## src/rtl/hilo_muldiv_ctrl_pkg.sv

```systemverilog
// Shared operation codes, FSM state encoding and op-class helpers for the
// HI/LO multiply/divide controller.
package hilo_muldiv_ctrl_pkg;

   localparam logic [7:0] EXE_MFHI_OP  = 8'b0001_0000;
   localparam logic [7:0] EXE_MTHI_OP  = 8'b0001_0001;
   localparam logic [7:0] EXE_MFLO_OP  = 8'b0001_0010;
   localparam logic [7:0] EXE_MTLO_OP  = 8'b0001_0011;
   localparam logic [7:0] EXE_MULT_OP  = 8'b0001_1000;
   localparam logic [7:0] EXE_MULTU_OP = 8'b0001_1001;
   localparam logic [7:0] EXE_DIV_OP   = 8'b0001_1010;
   localparam logic [7:0] EXE_DIVU_OP  = 8'b0001_1011;

   typedef enum logic [1:0] {
      S_IDLE = 2'd0,
      S_MUL  = 2'd1,
      S_DIV  = 2'd2,
      S_DONE = 2'd3
   } state_e;

   function automatic logic is_mul_op(input logic [7:0] op);
      return (op == EXE_MULT_OP) || (op == EXE_MULTU_OP);
   endfunction

   function automatic logic is_div_op(input logic [7:0] op);
      return (op == EXE_DIV_OP) || (op == EXE_DIVU_OP);
   endfunction

   function automatic logic is_signed_op(input logic [7:0] op);
      return (op == EXE_MULT_OP) || (op == EXE_DIV_OP);
   endfunction

endpackage

```

## src/rtl/hilo_muldiv_ctrl_div_radix2.sv

```systemverilog
// Iterative restoring unsigned divider: one quotient bit per cycle, WIDTH cycles.
// done_o flags the final iteration; quot_o/rem_o carry that iteration's result.
module div_radix2 #(
   parameter int WIDTH = 32
) (
   input  logic             clk,
   input  logic             resetn,
   input  logic             start_i,
   input  logic             abort_i,
   input  logic [WIDTH-1:0] dividend_i,
   input  logic [WIDTH-1:0] divisor_i,
   output logic             done_o,
   output logic [WIDTH-1:0] quot_o,
   output logic [WIDTH-1:0] rem_o
);

   localparam int CW = $clog2(WIDTH);

   logic [WIDTH-1:0] rem_q, quo_q, dvs_q, rem_d, quo_d;
   logic [CW-1:0]    cnt_q;
   logic             run_q;
   logic [WIDTH:0]   shifted;
   logic [WIDTH+1:0] diff;

   always_comb begin
      shifted = {rem_q, quo_q[WIDTH-1]};
      diff    = {1'b0, shifted} - {2'b00, dvs_q};
      if (!diff[WIDTH+1]) begin
         rem_d = diff[WIDTH-1:0];
         quo_d = {quo_q[WIDTH-2:0], 1'b1};
      end else begin
         rem_d = shifted[WIDTH-1:0];
         quo_d = {quo_q[WIDTH-2:0], 1'b0};
      end
   end

   assign done_o = run_q && (cnt_q == CW'(WIDTH - 1));
   assign quot_o = quo_d;
   assign rem_o  = rem_d;

   always_ff @(posedge clk or negedge resetn) begin
      if (!resetn) begin
         rem_q <= '0;
         quo_q <= '0;
         dvs_q <= '0;
         cnt_q <= '0;
         run_q <= 1'b0;
      end else if (abort_i) begin
         cnt_q <= '0;
         run_q <= 1'b0;
      end else if (start_i) begin
         rem_q <= '0;
         quo_q <= dividend_i;
         dvs_q <= divisor_i;
         cnt_q <= '0;
         run_q <= 1'b1;
      end else if (run_q) begin
         rem_q <= rem_d;
         quo_q <= quo_d;
         if (done_o) begin
            cnt_q <= '0;
            run_q <= 1'b0;
         end else begin
            cnt_q <= cnt_q + 1'b1;
         end
      end
   end

endmodule

```

## src/rtl/hilo_muldiv_ctrl.sv

```systemverilog
// EX-stage multiply/divide sequencer and architectural HI/LO register pair.
// Holds the pipeline while a MULT/DIV is in flight and serves MFHI/MFLO reads.
module hilo_muldiv_ctrl
   import hilo_muldiv_ctrl_pkg::*;
#(
   parameter int WIDTH = 32
) (
   input  logic             clk,
   input  logic             resetn,
   input  logic [7:0]       alucontrol,
   input  logic             start,
   input  logic             flush,
   input  logic [WIDTH-1:0] src_a,
   input  logic [WIDTH-1:0] src_b,
   output logic             stall,
   output logic [WIDTH-1:0] hilo_rdata,
   output logic             busy,
   output logic [WIDTH-1:0] hi_o,
   output logic [WIDTH-1:0] lo_o
);

   state_e                  state_q;
   logic [WIDTH-1:0]        a_q, b_q, hi_q, lo_q, hi_d, lo_d;
   logic                    sgn_q;
   logic                    op_mul, op_div, div_ok, take_op, accept, div_done;
   logic [WIDTH-1:0]        div_quot, div_rem, quot_fix, rem_fix;
   logic signed [2*WIDTH-1:0] mul_a, mul_b, mul_p;

   function automatic logic [WIDTH-1:0] abs_val(input logic [WIDTH-1:0] v, input logic sgn);
      return (sgn && v[WIDTH-1]) ? -v : v;
   endfunction

   assign op_mul  = is_mul_op(alucontrol);
   assign op_div  = is_div_op(alucontrol);
   assign div_ok  = op_div && (src_b != '0);
   assign take_op = (state_q == S_IDLE) && start && (op_mul || div_ok);
   assign accept  = take_op && !flush;
   assign stall   = !flush && (take_op || (state_q == S_MUL) || (state_q == S_DIV));
   assign busy    = (state_q != S_IDLE);

   // Sign-extending to 2*WIDTH makes the low half of one product serve both MULT and MULTU.
   assign mul_a = {{WIDTH{sgn_q & a_q[WIDTH-1]}}, a_q};
   assign mul_b = {{WIDTH{sgn_q & b_q[WIDTH-1]}}, b_q};
   assign mul_p = mul_a * mul_b;

   div_radix2 #(.WIDTH(WIDTH)) u_div (
      .clk        (clk),
      .resetn     (resetn),
      .start_i    (accept && op_div),
      .abort_i    (flush),
      .dividend_i (abs_val(src_a, is_signed_op(alucontrol))),
      .divisor_i  (abs_val(src_b, is_signed_op(alucontrol))),
      .done_o     (div_done),
      .quot_o     (div_quot),
      .rem_o      (div_rem)
   );

   assign quot_fix = (sgn_q && (a_q[WIDTH-1] ^ b_q[WIDTH-1])) ? -div_quot : div_quot;
   assign rem_fix  = (sgn_q && a_q[WIDTH-1]) ? -div_rem : div_rem;

   always_comb begin
      hi_d = hi_q;
      lo_d = lo_q;
      if (!flush) begin
         case (state_q)
            S_IDLE: begin
               if (start && (alucontrol == EXE_MTHI_OP)) hi_d = src_a;
               if (start && (alucontrol == EXE_MTLO_OP)) lo_d = src_a;
            end
            S_MUL:   {hi_d, lo_d} = mul_p;
            S_DIV: begin
               if (div_done) begin
                  lo_d = quot_fix;
                  hi_d = rem_fix;
               end
            end
            default: ;
         endcase
      end
   end

   always_ff @(posedge clk or negedge resetn) begin
      if (!resetn) begin
         state_q <= S_IDLE;
         a_q     <= '0;
         b_q     <= '0;
         sgn_q   <= 1'b0;
         hi_q    <= '0;
         lo_q    <= '0;
      end else begin
         hi_q <= hi_d;
         lo_q <= lo_d;
         if (flush) begin
            state_q <= S_IDLE;
         end else begin
            case (state_q)
               S_IDLE: begin
                  if (accept) begin
                     a_q     <= src_a;
                     b_q     <= src_b;
                     sgn_q   <= is_signed_op(alucontrol);
                     state_q <= op_mul ? S_MUL : S_DIV;
                  end
               end
               S_MUL:   state_q <= S_DONE;
               S_DIV:   if (div_done) state_q <= S_DONE;
               default: state_q <= S_IDLE;
            endcase
         end
      end
   end

   assign hi_o       = hi_q;
   assign lo_o       = lo_q;
   assign hilo_rdata = (alucontrol == EXE_MFHI_OP) ? hi_q :
                       (alucontrol == EXE_MFLO_OP) ? lo_q : '0;

endmodule

```

## config.mk

```make
export PLATFORM = sky130hd
export DESIGN_NAME = hilo_muldiv_ctrl
export DESIGN_NICKNAME = d
export VERILOG_FILES = /design/src/rtl/hilo_muldiv_ctrl_pkg.sv /design/src/rtl/hilo_muldiv_ctrl_div_radix2.sv /design/src/rtl/hilo_muldiv_ctrl.sv
export SDC_FILE = /design/constraint.sdc
export NUM_CORES = 2
export LEC_CHECK = 0
export ABC_AREA = 1
export BUFFER_PORTS_ARGS = -buffer_cell sky130_fd_sc_hd__buf_2
export CORE_ASPECT_RATIO = 1.1
export CORE_MARGIN = 3
export CORE_UTILIZATION = 40
export CTS_BUF_LIST = sky130_fd_sc_hd__clkbuf_4
export CTS_CLUSTER_SIZE = 40
export DETAILED_ROUTE_END_ITERATION = 8
export GPL_TIMING_DRIVEN = 0
export HOLD_SLACK_MARGIN = 0.06
export PLACE_DENSITY = 0.67
export SKIP_LAST_GASP = 1
export SLEW_MARGIN = 5
export SYNTH_ARGS = -nofsm -noshare
export SYNTH_HDL_FRONTEND = slang
export SYNTH_SLANG_ARGS = --single-unit
export TNS_END_PERCENT = 20
```

## constraint.sdc

```tcl
create_clock -name clk -period 8.3 [get_ports clk]
set_input_delay 0 -clock clk [delete_from_list [all_inputs] [get_ports clk]]
set_output_delay 0 -clock clk [all_outputs]
set_load 0.05 [all_outputs]
```

After elaboration in Yosys (flattened, before gate mapping)
Cells that the tools add are included.
Widths: inputs -> output; s select.
- bits in registers: 233
- word-level logic and storage cells: 101
- multipliers: 1
- mux-type cells: 31
- add/subtract/negate cells: 6
- reduce and logical (&&, ||, !) cells: 32
- bitwise operators: 4
- eq/ne operators: 16
- operator list (operator ; count):
    $mux 32 ; 15
    $pmux 32 s3 ; 2
    $neg 32->32 ; 4
    $eq 8x5->1 const B ; 8
    $mul 33x33->64 ; 1
    $sub 33x32->34 ; 1
    $reduce_bool 32->1 ; 1
    $mux 5 ; 4
    $logic_and 1x1->1 ; 13
    $mux 2 ; 4
    $reduce_and 4->1 ; 2
    $logic_or 1x1->1 ; 6
    $ne 3x3->1 const B ; 2
    $pmux 2 s3 ; 1
    $reduce_and 2->1 ; 3
    $reduce_bool 3->1 ; 2
    $add 5x1->5 const B ; 1
    $eq 5x5->1 const B ; 1
    $mux 1 ; 5
    $ne 2x1->1 const B ; 2
    $reduce_bool 2->1 ; 2
    $reduce_and 3->1 ; 1
    $and 1x1->1 ; 2
    $eq 2x1->1 const B ; 1
    other kinds (6) ; 6

Depth between registers and ports, before layout
- depth in word-level cells: 9
- depth in mapped cells: 38
- mapped depth without buffers: 35

Hierarchy
Synthesis repeated with hierarchy kept, for this count alone.
- cells, all modules: 7797
- area, all modules: 57516.4 um^2
- modules (own cells, without submodules) (module ; area each (um^2) ; sequential area each (um^2) ; instances ; cells an instance):
    hilo_muldiv_ctrl ; 50024.2 ; 3278.1 ; 1 ; 6687
    div_radix2 ; 7492.2 ; 2552.4 ; 1 ; 1110

Worst setup path after synthesis
OpenSTA, ideal clock, no wires.
- path kind: reg-to-reg
- start point: register a_q[31]
- end point: register hi_q[28] (netlist: hi_o[28])
- required time: 8.179 ns
- library setup time: 0.121 ns
- cell stages (with the launch flop): 32
- path buffers: 4
- arrival time: 8.138 ns
- setup slack: 0.041 ns
- path through: dfrtp_1 > clkbuf_1 > nand2_1 > clkbuf_1 > clkbuf_1 > buf_1 > nor2_1 > fa_1 > inv_1 > fa_1 > inv_1 > fa_1 > inv_1 > fa_1 > fa_1 > fa_1 > fa_1 > fa_1 > inv_1 > ha_1 > nand2_1 > nor2_1 > nand2_1 > inv_1 > a221oi_1 > o211ai_1 > a21o_1 > or2_2 > nand3_1 > nand2_1 > nand2_1 > a21oi_2
- cells in the longest elaborated chain, start to end: 4
- ends and longest elaborated chain (what ; line ; source):
    start: declaration ; hilo_muldiv_ctrl.sv:23 ; logic [WIDTH-1:0] a_q, b_q, hi_q, lo_q, hi_d, lo_d;
    start signal: assignment ; hilo_muldiv_ctrl.sv:99 ; a_q <= src_a;
    branches (longest 3 deep; another with $mul 33x33->64) ; n/a ;
    $pmux 32 s3 * ; hilo_muldiv_ctrl.sv:65 ; case (state_q)
    end signal: assignment ; hilo_muldiv_ctrl.sv:91 ; hi_q <= hi_d;
    end: declaration ; hilo_muldiv_ctrl.sv:23 ;
Mark *: on every way between the ends. The select of a mux whose other input is x is not followed.
A chain may end at the register's enable or synchronous reset.

Worst setup path after layout
Same ends and word-level chain as after synthesis.

==> run summary <==
- Clk Latency, worst-skew pair: 0.91 ns
- CTS tree: yes
- pin count of the biggest net entering global routing: 107
- max capacitance violation total: 0
- sequential area share after synthesis: 0.104
- Slew Limit Fails: 0
- startpoint class of the critical path: flop
- share of Yosys cell area claimed by the top area cell type: 0.404
- clock skew after layout: 0.104 ns
- leftover overflow at the end of global routing: 0
- Tcrit/Tclk final: 0.995
- status: completed
- initial drt markers: 4763
- netlist area before placement: 55900 um^2
- All-Layer GR Usage: 0.326
- gp weighted congestion: 1.04
- clock tree buffer depth: 3
- 1st-pass router iterations: 6
- most numerous cell on the critical path: fa_1
- data arrival at the endpoint of the critical path: 9.02 ns
- number of different library cells in the post-synthesis netlist: 64
- number of global-route vias before repair: 52700
- number of enable-type register cells in the synthesized netlist: 0
- wirelength, routed: 233000 um
- initial antenna violation count: 16
- required time of the worst setup path: 9.06 ns
- final design instance area without fill: 62700 um^2
- slew at the pin closest to its max-slew limit: 1.15 ns
- Placeable Area: 138000 um^2
- mean cell area of the mapped netlist: 7.66 um^2
- leading cell types by total area after synthesis: fa_1 (40%), inv_1 (13%), nand2_1 (12%)
- horizontal extent of the die: 362 um
- cell class contributing the biggest share of worst-path delay: adder cells
- ratio of routed vias to standard cells: 5.31
- clock root buffer: clkbuf_4
- total half-perimeter wirelength after legalization and detailed placement: 197000 um
- net count after synthesis: 8750
- Relative slew margins: 0.232
- DRC errors left: 0
- clock period minus final worst setup slack: 8.26 ns
- largest area contributor in the synthesized netlist: fa_1
- CTS clk-pin slew, worst paths: 0.07 ns
- vias after detailed routing: 50700
- relative area change from synthesis to final layout: 12.2%
- Buffers & Inverters on Critical Path: 11
- TritonCTS Buffers: 69
- Yosys warning count: 0
- global-route wire length before repair: 343000 um
- maximum net fanout on the critical path: 10
- hold depth: 5
- number of top-level pins: 174
- initial core utilization: 0.403
- path depth of the worst reg2reg path: 33
- deepest level of the CTS H-tree: 3
- Final Hold Vio Count: 0
- full die area: 144000 um^2
- detail-routed net length per standard cell: 24.4 um
- timing-limited maximum frequency: 121 MHz
- Core Rows: 143
- # setup viols final: 0
- Top FF cell, synth: dfrtp_1
- antenna viol nets, final: 0
- proportion of layout cells with a drive suffix above 1: 0.107
- area post-placement: 59100 um^2
- I/O Buffers: 173
- proportion of synthesized flip-flops having asynchronous set or reset: 1.00
- Total Nets Final: 9129
- worst hold-check path type: in2reg
- category of the worst setup path capture point: flop
- reg2reg setup slack: 0.04 ns
- Synth Instances: 7293
- CP max stage delay: 0.69 ns
- worst-path cell with the longest stage delay: fa_2
- depth of the critical timing path with buffers and inverters included: 33
- RSZ-0062 raised after global routing: yes
- Seq cells post-synth: 233
- Vert. Die Dim: 398 um
- critical path class: reg2reg
- clock tree sinks: 233
==> sequential cells by signal (all words and copies together) (netlist names), 2 cells and up <==
signal / flops
a_q: 32
b_q: 32
hi_o: 32
lo_o: 32
state_q: 2
u_div.cnt_q: 5
u_div.dvs_q: 32
u_div.quo_q: 32
u_div.rem_q: 32
==> area by class of cell <==
type                    count  area [um^2]
diodes                     12         30.0
fillers                 14000        75800
flip-flops and latches    233         5910
clock buffers              92          691
plain buffers             309         1710
repair buffers            361         2730
clock inverters            28          203
inverters                1920         7230
multi-input cells        4778        41900
well taps                1812         2270
==> through the flow <==
stage,setup TNS [ns],cells,utilization,hold WS (ns),setup WS [ns]
2_1_floorplan,0,7293,-,-0.296,0.0411
3_3_place_gp,-57.11,9278,0.426,0.318,-2.53
3_5_place_dp,-58.48,9280,0.426,-0.141,-2.54
4_1_cts,-0.913,9517,0.447,0.0601,-0.130
5_1_grt,-1.04,9539,0.452,0.0858,-0.113
6_report,0,9545,0.452,0.118,0.0390
==> repair_timing <==
| item | 4_1_cts | 5_1_grt |
|---|---|---|
| hold buffers | 145 | 0 |
| setup buffers | 17 | 24 |
| gates resized for setup | 244 | 366 |
| hold endpoints to repair | 457 | 0 |
| pin swaps | 14 | 30 |
| setup endpoints to repair | 45 | 39 |
==> synth_stat cells, types with 26 or more instances <==
library cell	number
a21oi_1	186
a31oi_1	32
clkbuf_1	331
dfrtp_1	233
fa_1	1126
ha_1	255
inv_1	1907
nand2_1	1831
nand2_2	37
nand3_1	146
nand4_1	46
nor2_1	381
nor3_1	42
o211ai_1	36
o21a_1	26
o21ai_0	248
o21ai_1	30
o22ai_1	59
xnor2_1	44
xor2_1	66
==> logic make-up (layout without fill, tap and decap cells) <==
kind of cell / after synthesis / count (layout) / synth area share
AO/OA/AOI/OAI: 710 / 710 / 0.0741
AND/OR/NAND/NOR: 2571 / 2571 / 0.188
flip-flops: 233 / 233 / 0.104
other: 0 / 12 / 0
adder cells (fa/ha/maj): 1381 / 1381 / 0.461
XOR/XNOR: 110 / 110 / 0.0172
multiplexers: 6 / 6 / 0.00121
buffers and inverters: 2282 / 2710 / 0.155
==> final timing paths <==
path	startpoint	endpoint
hold / removal	alucontrol[6]	sgn_q
setup / recovery	a_q[31]	hi_o[28]
max in group asynchronous	resetn	b_q[14]
hold reg to reg	u_div.dvs_q[28]	u_div.dvs_q[28]
setup reg to reg	a_q[31]	hi_o[28]
min in group asynchronous	resetn	u_div.dvs_q[13]
==> cells in the final DEF, fill, tap and decap left out, types with 44 or more instances in the layout <==
master	instances
fa_1	1110
nand4_1	46
o21ai_0	231
clkbuf_4	127
buf_2	210
nand2_2	54
nor2_1	363
o22ai_1	57
xnor2_1	44
ha_1	239
nand3_1	142
dfrtp_1	189
inv_1	1895
buf_4	63
xor2_1	65
clkbuf_1	102
nand2_1	1811
a21oi_1	171
clkbuf_2	92
dlygate4sd3_1	144
==> metal layers <==
metal	vias to the layer above	routed length (um)	track usage
met5	-	31	0
met4	4	19600	0.217
met2	2636	105000	0.518
met3	703	22000	0.0655
met1	25200	86500	0.403
li1	22100	-	-
==> worst register-to-register path, delay by kind of cell (launching register included) <==
kind / cells / cell delay (ns)
AOI/OAI and AO/OA: 4 / 0.69
adders and majority gates: 9 / 4.46
buffers and inverters: 11 / 1.51
DFF: 1 / 0.43
and+or+nand+nor: 9 / 1.09
Power is left out: the tool's default activity adds up to more than one toggle a clock period on the data nets, which glitch-free logic cannot reach.
